File: config.mk
export PLATFORM = sky130hd
export DESIGN_NAME = norm_result_collector
export DESIGN_NICKNAME = d
export VERILOG_FILES = /design/src/rtl/norm_result_collector_pkg.sv /design/src/rtl/norm_result_fifo.sv /design/src/rtl/norm_result_collector.sv
export SDC_FILE = /design/constraint.sdc
export NUM_CORES = 1
export LEC_CHECK = 0
export ABC_AREA = 1
export BUFFER_PORTS_ARGS = -buffer_cell sky130_fd_sc_hd__buf_2
export CAP_MARGIN = 10
export CORE_UTILIZATION = 55
export DETAILED_ROUTE_END_ITERATION = 12
export GPL_TIMING_DRIVEN = 0
export PLACE_DENSITY_LB_ADDON = 0.15
export REMOVE_ABC_BUFFERS = 1
export SLEW_MARGIN = 15
export SYNTH_ARGS = -nofsm -noshare
export SYNTH_HDL_FRONTEND = slang
export SYNTH_SLANG_ARGS = --single-unit
File: constraint.sdc
create_clock -name clock -period 4.6 [get_ports clock]
set_clock_uncertainty 0.2 [all_clocks]
set_input_delay 0.46 -clock clock [delete_from_list [all_inputs] [get_ports clock]]
set_output_delay 0.46 -clock clock [all_outputs]
set_load 0.005 [all_outputs]
File: src/rtl/norm_result_collector_pkg.sv
// Shared definitions for the L2-norm result collector: FSM encodings and batch geometry.
package norm_result_collector_pkg;

  localparam int NRC_NUM_BATCHES = 6;
  localparam int NRC_IDX_W       = 3;

  typedef enum logic {
    NRC_S_COLLECT = 1'b0,
    NRC_S_DONE    = 1'b1
  } nrc_state_t;

endpackage

File: src/rtl/norm_result_fifo.sv
// Registered output queue for captured results; flush empties it in one cycle.
module norm_result_fifo #(
  parameter int DW    = 35,
  parameter int DEPTH = 8
) (
  input  logic          clock,
  input  logic          reset,
  input  logic          flush,
  input  logic          push,
  input  logic          pop,
  input  logic [DW-1:0] wr_data,
  output logic [DW-1:0] rd_data,
  output logic          full,
  output logic          empty
);

  localparam int PW = $clog2(DEPTH);

  logic [DW-1:0] mem [DEPTH];
  logic [PW-1:0] wr_ptr;
  logic [PW-1:0] rd_ptr;
  logic [PW:0]   occ;
  logic          do_push;
  logic          do_pop;

  assign full    = (occ == (PW+1)'(DEPTH));
  assign empty   = (occ == '0);
  assign do_push = push && !full && !flush;
  assign do_pop  = pop && !empty && !flush;

  always_ff @(posedge clock) begin
    if (do_push) mem[wr_ptr] <= wr_data;
  end

  // Power-of-two depth lets the pointers wrap naturally.
  always_ff @(posedge clock or posedge reset) begin
    if (reset) begin
      wr_ptr <= '0;
      rd_ptr <= '0;
      occ    <= '0;
    end else if (flush) begin
      wr_ptr <= '0;
      rd_ptr <= '0;
      occ    <= '0;
    end else begin
      if (do_push) wr_ptr <= wr_ptr + 1'b1;
      if (do_pop)  rd_ptr <= rd_ptr + 1'b1;
      if (do_push && !do_pop)      occ <= occ + 1'b1;
      else if (do_pop && !do_push) occ <= occ - 1'b1;
    end
  end

  assign rd_data = empty ? '0 : mem[rd_ptr];

endmodule

File: src/rtl/norm_result_collector.sv
// Drains per-batch results from the L2-norm accelerator into an MMIO queue and
// tracks running max/min/sum plus a done flag once every batch is captured.
module norm_result_collector
  import norm_result_collector_pkg::*;
#(
  parameter int WIDTH       = 32,
  parameter int NUM_BATCHES = NRC_NUM_BATCHES,
  parameter int FIFO_DEPTH  = 8,
  parameter int ADDR_W      = 6
) (
  input  logic                 clock,
  input  logic                 reset,
  input  logic                 clear,
  input  logic                 up_valid,
  output logic                 up_ready,
  output logic [ADDR_W-1:0]    rd_addr,
  input  logic [2*WIDTH-1:0]   rd_data,
  output logic                 out_valid,
  input  logic                 out_ready,
  output logic [WIDTH-1:0]     out_data,
  output logic [NRC_IDX_W-1:0] out_idx,
  output logic [WIDTH-1:0]     max_val,
  output logic [WIDTH-1:0]     min_val,
  output logic [NRC_IDX_W-1:0] max_idx,
  output logic [NRC_IDX_W-1:0] min_idx,
  output logic [WIDTH+2:0]     sum_val,
  output logic [NRC_IDX_W-1:0] count,
  output logic                 done,
  output logic                 err_hi
);

  localparam logic [NRC_IDX_W-1:0] LAST = NRC_IDX_W'(NUM_BATCHES);

  nrc_state_t                 state;
  logic                       fifo_full;
  logic                       fifo_empty;
  logic                       capture;
  logic                       pop;
  logic [WIDTH-1:0]           cap_val;
  logic [NRC_IDX_W-1:0]       count_next;
  logic [WIDTH+NRC_IDX_W-1:0] fifo_head;

  assign up_ready   = (state == NRC_S_COLLECT) && !fifo_full;
  assign capture    = up_valid && up_ready && !clear;
  assign pop        = out_valid && out_ready && !clear;
  assign cap_val    = rd_data[WIDTH-1:0];
  assign count_next = count + 1'b1;
  assign rd_addr    = ADDR_W'(count);

  norm_result_fifo #(
    .DW    (WIDTH + NRC_IDX_W),
    .DEPTH (FIFO_DEPTH)
  ) u_fifo (
    .clock   (clock),
    .reset   (reset),
    .flush   (clear),
    .push    (capture),
    .pop     (pop),
    .wr_data ({count, cap_val}),
    .rd_data (fifo_head),
    .full    (fifo_full),
    .empty   (fifo_empty)
  );

  assign out_valid = !fifo_empty;
  assign out_data  = fifo_head[WIDTH-1:0];
  assign out_idx   = fifo_head[WIDTH+NRC_IDX_W-1:WIDTH];

  always_ff @(posedge clock or posedge reset) begin
    if (reset) begin
      state   <= NRC_S_COLLECT;
      count   <= '0;
      done    <= 1'b0;
      err_hi  <= 1'b0;
      max_val <= '0;
      min_val <= '0;
      max_idx <= '0;
      min_idx <= '0;
      sum_val <= '0;
    end else if (clear) begin
      state   <= NRC_S_COLLECT;
      count   <= '0;
      done    <= 1'b0;
      err_hi  <= 1'b0;
      max_val <= '0;
      min_val <= '0;
      max_idx <= '0;
      min_idx <= '0;
      sum_val <= '0;
    end else if (capture) begin
      count   <= count_next;
      sum_val <= sum_val + (WIDTH+3)'(cap_val);
      if (|rd_data[2*WIDTH-1:WIDTH]) err_hi <= 1'b1;
      // Strict compares keep the earliest index on ties.
      if (count == '0) begin
        max_val <= cap_val;
        min_val <= cap_val;
        max_idx <= '0;
        min_idx <= '0;
      end else begin
        if (cap_val > max_val) begin
          max_val <= cap_val;
          max_idx <= count;
        end
        if (cap_val < min_val) begin
          min_val <= cap_val;
          min_idx <= count;
        end
      end
      if (count_next == LAST) begin
        state <= NRC_S_DONE;
        done  <= 1'b1;
      end
    end
  end

endmodule
; After elaboration in Yosys (flattened, before gate mapping)
; Memory sizes are Yosys's and may differ from the RTL's.
; Cells that the tools add are included.
[op_classes]
add_sub_neg = 6
n_lt_le_gt_ge = 2
eq_ne = 2
n_mux = 36
bitwise = 1
n_reduce_logical = 31
[ops]
columns = cell, n
row1 = $mux W32, 8
row2 = $mux W35, 3
row3 = $mux W3, 14
row4 = $add A35 B32 Y35, 1
row5 = $gt A32 B32 Y1, 1
row6 = $lt A32 B32 Y1, 1
row7 = $reduce_or A32 Y1, 1
row8 = $mux W4, 3
row9 = $logic_and A1 B1 Y1, 11
row10 = $reduce_bool A2 Y1, 5
row11 = $add A3 B1 Y3 const B, 3
row12 = $reduce_bool A3 Y1, 3
row13 = $mux W1, 8
row14 = $reduce_and A2 Y1, 4
row15 = $logic_not A1 Y1, 5
row16 = $add A4 B1 Y4 const B, 1
row17 = $eq A4 B4 Y1 const B, 1
row18 = $logic_not A4 Y1, 1
row19 = $sub A4 B1 Y4 const B, 1
row20 = $eq A3 B3 Y1 const B, 1
row21 = $logic_not A3 Y1, 1
row22 = $not A1 Y1, 1
[totals]
reg_bits = 120
ramBits = 280
input_bits = 69
out_inout_bits = 153
word_cells = 90
mem_count = 1
[memory_table]
columns = name, words, word_bits, rd, rd_ports_with_merged_regs, wr, line
row1 = u_fifo.mem, 8, 35, 1, 0, 1, norm_result_fifo.sv:19  ; logic [DW-1:0] mem [DEPTH];

; Logic depth before layout (Yosys ltp)
[logic_depth]
depth_word = 12
ltp_mapped = 19
mapped_depth_nobuf = 18

; Cells and area by module
; Synthesis repeated with hierarchy kept, for this count alone.
[hier_totals]
cells_unflattened = 2151
hier_area_um2 = 20120.5
[modules_own_cells]
columns = module, n_inst, cells_per_inst, area_per_inst_um2, seq_area_each_um2
row1 = norm_result_fifo, 1, 957, 11687.5, 8658.3
row2 = norm_result_collector, 1, 1194, 8433.1, 2752.6

; Worst setup path before layout
; Ideal clock, no wire load.
[synth_timing]
kind = reg2reg
startpoint = register u_fifo.occ[3]
endpoint = memory u_fifo.mem[4][0], enable pin
setup_time_ps = 471
t_arrival_ps = 3451
required_ps = 3929
slack_ps = 478
stages_incl_launch_ff = 6
n_path_buf = 0
period_less_slack_ps = 4122
path_cell_list = dfrtp_1 -> a31oi_2 -> nand2_2 -> nor2_4 -> nand2_1 -> nor3_1
[synth_via]
elab_chain_len = 9
[synth_rtl]
columns = item, line
row1 = "start, declared", norm_result_fifo.sv:22  ; logic [PW:0] occ;
row2 = "start signal, assigned", norm_result_fifo.sv:48  ; if (do_push && !do_pop) occ <= occ + 1'b1;
row3 = "start signal, assigned", norm_result_fifo.sv:49  ; else if (do_pop && !do_push) occ <= occ - 1'b1;
row4 = $eq A4 B4 Y1, norm_result_fifo.sv:26  ; assign full = (occ == (PW+1)'(DEPTH));
row5 = $logic_not A1 Y1, norm_result_collector.sv:43  ; assign up_ready = (state == NRC_S_COLLECT) && !fifo_full;
row6 = $logic_and A1 B1 Y1, norm_result_collector.sv:43
row7 = net up_ready, norm_result_collector.sv:15  ; output logic up_ready,
row8 = $logic_and A1 B1 Y1 (2 in series), norm_result_collector.sv:44  ; assign capture = up_valid && up_ready && !clear;
row9 = $logic_and A1 B1 Y1 (2 in series), norm_result_fifo.sv:28  ; assign do_push = push && !full && !flush;
row10 = $mux W1, norm_result_fifo.sv:32  ; if (do_push) mem[wr_ptr] <= wr_data;
row11 = $mux W1 (implied by the code), norm_result_fifo.sv:32
row12 = "end, declared", norm_result_fifo.sv:19
; The timed path passes the listed nets, and every way through them passes these cells.

; Final worst setup path
[layout_timing]
startpoint = register u_fifo.rd_ptr[0]
endpoint = output port out_data[13]
[layout_via]
elab_chain_len = 2
[layout_rtl]
columns = item, line
row1 = "start, declared", norm_result_fifo.sv:21  ; logic [PW-1:0] rd_ptr;
row2 = "start signal, assigned", norm_result_fifo.sv:47  ; if (do_pop) rd_ptr <= rd_ptr + 1'b1;
row3 = $mem_v2 Z8 W35, --
row4 = $mux W35, norm_result_fifo.sv:53  ; assign rd_data = empty ? '0 : mem[rd_ptr];
row5 = "end, declared", norm_result_collector.sv:20  ; output logic [WIDTH-1:0] out_data,
; No other way between the ends.

==> results.tsv <==
metric	value	unit
status	completed	
Int Power	7.199	mW
worst setup path startpoint	u_fifo.rd_ptr[0]	
drt drc	0	
hold slack	0.06807	ns
Max VDD drop	0.3220	mV
Max clock buf depth	3	
drt first pass iters	5	
Max Cap Viol	0	
setup violators final	0	
min Tclk post-route	3.877	ns
sequential share of the synthesized area	57.49	%
post-synth cell types	47	
Layout area overhead	15.19	%
Root Driver	clkbuf_16	
DPL Wire Length	34530	µm
total number of vias	15580	
Antenna Nets Post-Route	0	
Worst Setup End Kind	output pin	
largest net degree at the start of global routing	123	
Die Y	192.0	µm
HP Start	out_ready	
Placeable Area	35570	µm²
drt via density	5.643	
cell area after synthesis	19850	µm²
Async SR Flop Fraction	30.00	%
clock share of power	29.6	%
initial antenna violation count	1	
Synth Flop Type	edfxtp_1	
final hold vios	0	
Clk Latency, worst-skew pair	0.54	ns
clk slew on worst S/H paths	0.06	ns
Fill cells	2862	
Ys Warns	0	
Initial Utilization	55.80	%
CTS tree	done	
reg2reg setup slack	1.06	ns
I/O Pins	222	
EDFF count, synth	280	
CTS sink cnt	400	
Setup crit start kind	flop	
Net count, final	2438	
Least-Margin Pin Slew	1.082	ns
fin. max-slew vios	0	
CP max FO	122	
post-CTS setup buffer count	0	
share of cells above drive strength 1	15.36	%
initial DRC count	1119	
Top delay family on crit path	buffers and inverters	
vias in the first global route	14990	
Cells after Synth	2068	
RR Startpoint	u_fifo.occ[1]	
htree depth	2	
largest stage delay on the critical path	0.79	ns
RePlAce Congestion	0.9248	
slowest cell on the critical path	dfrtp_4	
Total GRT Usage	28.84	%
register bit total from synthesis	400	
total routed wirelength	52520	µm
PwrDens	479.3	nW/µm²
first-pass GRT wire length	80990	µm
Row Count	69	
CP Cell Sequence	buf_16 > inv_6 > buf_16 > o21ai_0 > o22ai_1 > o21ai_0 > a31oi_1 > buf_2	
relative slew slack	27.81	%
CP Class	reg -> out	
die area	36850	µm²
HP Class	in -> reg	
Horiz. Die Dim	192.0	µm
CP arrival	3.22	ns
total global routing overflow	0	
syn avg cell area	9.598	µm²
final routed wire length divided by cell count	19.03	µm
fin crit share	84.27	%
switching fraction of total power	34.32	%
Reg power frac	40.5	%
Gate power share	29.9	%
Buf/Inv on CP	4	
P_sw	3.761	mW
unrepaired setup endpoints after global routing	no	
max frequency	0.2580	GHz
Pleak	9.989	nW
port bufs	218	
CTS Buf Count	42	
Overall Power	10.96	mW
data required time of the critical path	3.94	ns
==> sequential cells by signal, summed over array words and instances (netlist names) <==
name           flops
u_fifo.occ         4
max_val           32
u_fifo.wr_ptr      3
max_idx            3
min_idx            3
u_fifo.mem       280
state              1
err_hi             1
min_val           32
u_fifo.rd_ptr      3
count              3
sum_val           35
==> synth_stat cells, types with 4 or more instances <==
library cell	instances	area, µm²
edfxtp_1	280	8408
buf_4	14	105.1
nor2_1	330	1239
inv_2	4	15.01
nor4_1	10	62.56
ha_1	102	1276
nand3_1	118	590.6
xor2_1	7	61.31
inv_1	175	656.9
o21ai_0	212	1061
a31oi_1	36	225.2
o21ai_1	18	90.09
nand2_2	22	137.6
nand2_4	4	45.04
a21o_1	4	30.03
clkbuf_1	42	157.7
o21a_1	5	37.54
dfrtp_1	120	3003
nand2_1	357	1340
buf_6	4	45.04
buf_2	26	130.1
nand4_1	5	31.28
xnor2_1	13	113.9
o22ai_1	39	244.0
a21oi_1	76	380.4
nor3_1	12	60.06
==> worst paths after layout <==
check / depth (start not counted) / end
setup / recovery: 8 / out_data[13]
hold / removal: 3 / u_fifo.rd_ptr[2]
setup reg to reg: 10 / u_fifo.mem[5][5]
hold reg to reg: 2 / min_idx[0]
max in group asynchronous: 4 / u_fifo.rd_ptr[1]
min in group asynchronous: 3 / sum_val[28]
==> power groups by stage <==
stage | combinational (mW) | clock, mW | sequential (mW)
6_report | 3.28 | 3.24 | 4.44
5_1_grt | 3.70 | 3.41 | 4.47
4_1_cts | 3.29 | 3.27 | 4.44
3_5_place_dp | 3.27 | 0 | 4.50
3_3_place_gp | 3.05 | 0 | 4.58
2_1_floorplan | 1.92 | 0 | 4.48
==> tightest hold or removal path, delay by kind of cell <==
kind,cells,cell delay [ns]
and+or+nand+nor,1,0.10
AOI/OAI and AO/OA,1,0.08
buffers and inverters,1,0.12
==> cell type report <==
cell class,instances,area (µm²),share of cell area (%)
inverters,181,695.7,3.043
repair buffers,243,1519,6.643
well taps,461,576.8,2.523
diodes,1,2.502,0.01094
flip-flops and latches,400,11420,49.94
clock inverters,15,122.6,0.5363
multi-input cells,1397,7342,32.11
clock buffers,62,1187,5.193
==> per-layer routing <==
layer	GRT usage (%)	share of wire [%]
met4	9.176	2.7
met5	0	0
met2	47.56	48
met1	38.80	42
met3	5.189	7.9
==> through the flow <==
step | std cells | TNS (ns) | utilization, % | instance area, µm² | setup WS (ns)
finish | 2760 | 0 | 64.28 | 22860 | 0.7235
global route | 2760 | 0 | 64.28 | 22860 | 0.5036
CTS | 2759 | 0 | 64.27 | 22860 | 0.7101
detailed placement | 2681 | 0 | 60.56 | 21540 | 0.7860
global placement | 2657 | -641.42 | 59.15 | 21040 | -3.995
floorplan | 1978 | -15.01 | - | 19370 | -0.4288
==> kinds of logic after synthesis <==
family / after synthesis / share of synthesized area (%)
compound gates: 400 / 10.85
xor+xnor: 20 / 0.8825
fa+ha+maj: 104 / 6.631
buf+inv: 273 / 5.862
flops: 400 / 57.49
other cells: 1 / 0.01889
simple gates: 870 / 18.26
==> cells in the final DEF (no fill, tap or decap), types with 3 or more instances in the layout <==
master and count:
buf_16 8, clkinv_2 7, a21o_1 4, clkbuf_8 4
nand2_4 4, buf_12 5, buf_2 218, nor3_2 3
nand2_1 357, dfrtp_1 118, o21a_1 5, o21ai_1 18
edfxtp_1 280, buf_6 4, clkbuf_16 43, ha_1 102
a21oi_1 76, nand3b_1 3, xnor2_1 13, inv_1 174
nand3_1 117, nor2_4 7, inv_2 3, clkbuf_1 15
o22ai_1 39, nor2_1 324, nor4_1 10, nand2_2 22
clkinv_1 4, nor3_1 10, a31oi_1 36, nand4_1 5
xor2_1 7, buf_4 7, o21ai_0 212, conb_1 3
o21bai_1 3
==> what timing repair did <==
action / in CTS / in global routing
hold buffers: 1 / 0
resized for setup: 0 / 0
endpoints found under the hold margin: 53 / 0
Power figures use the tool's default switching activity.
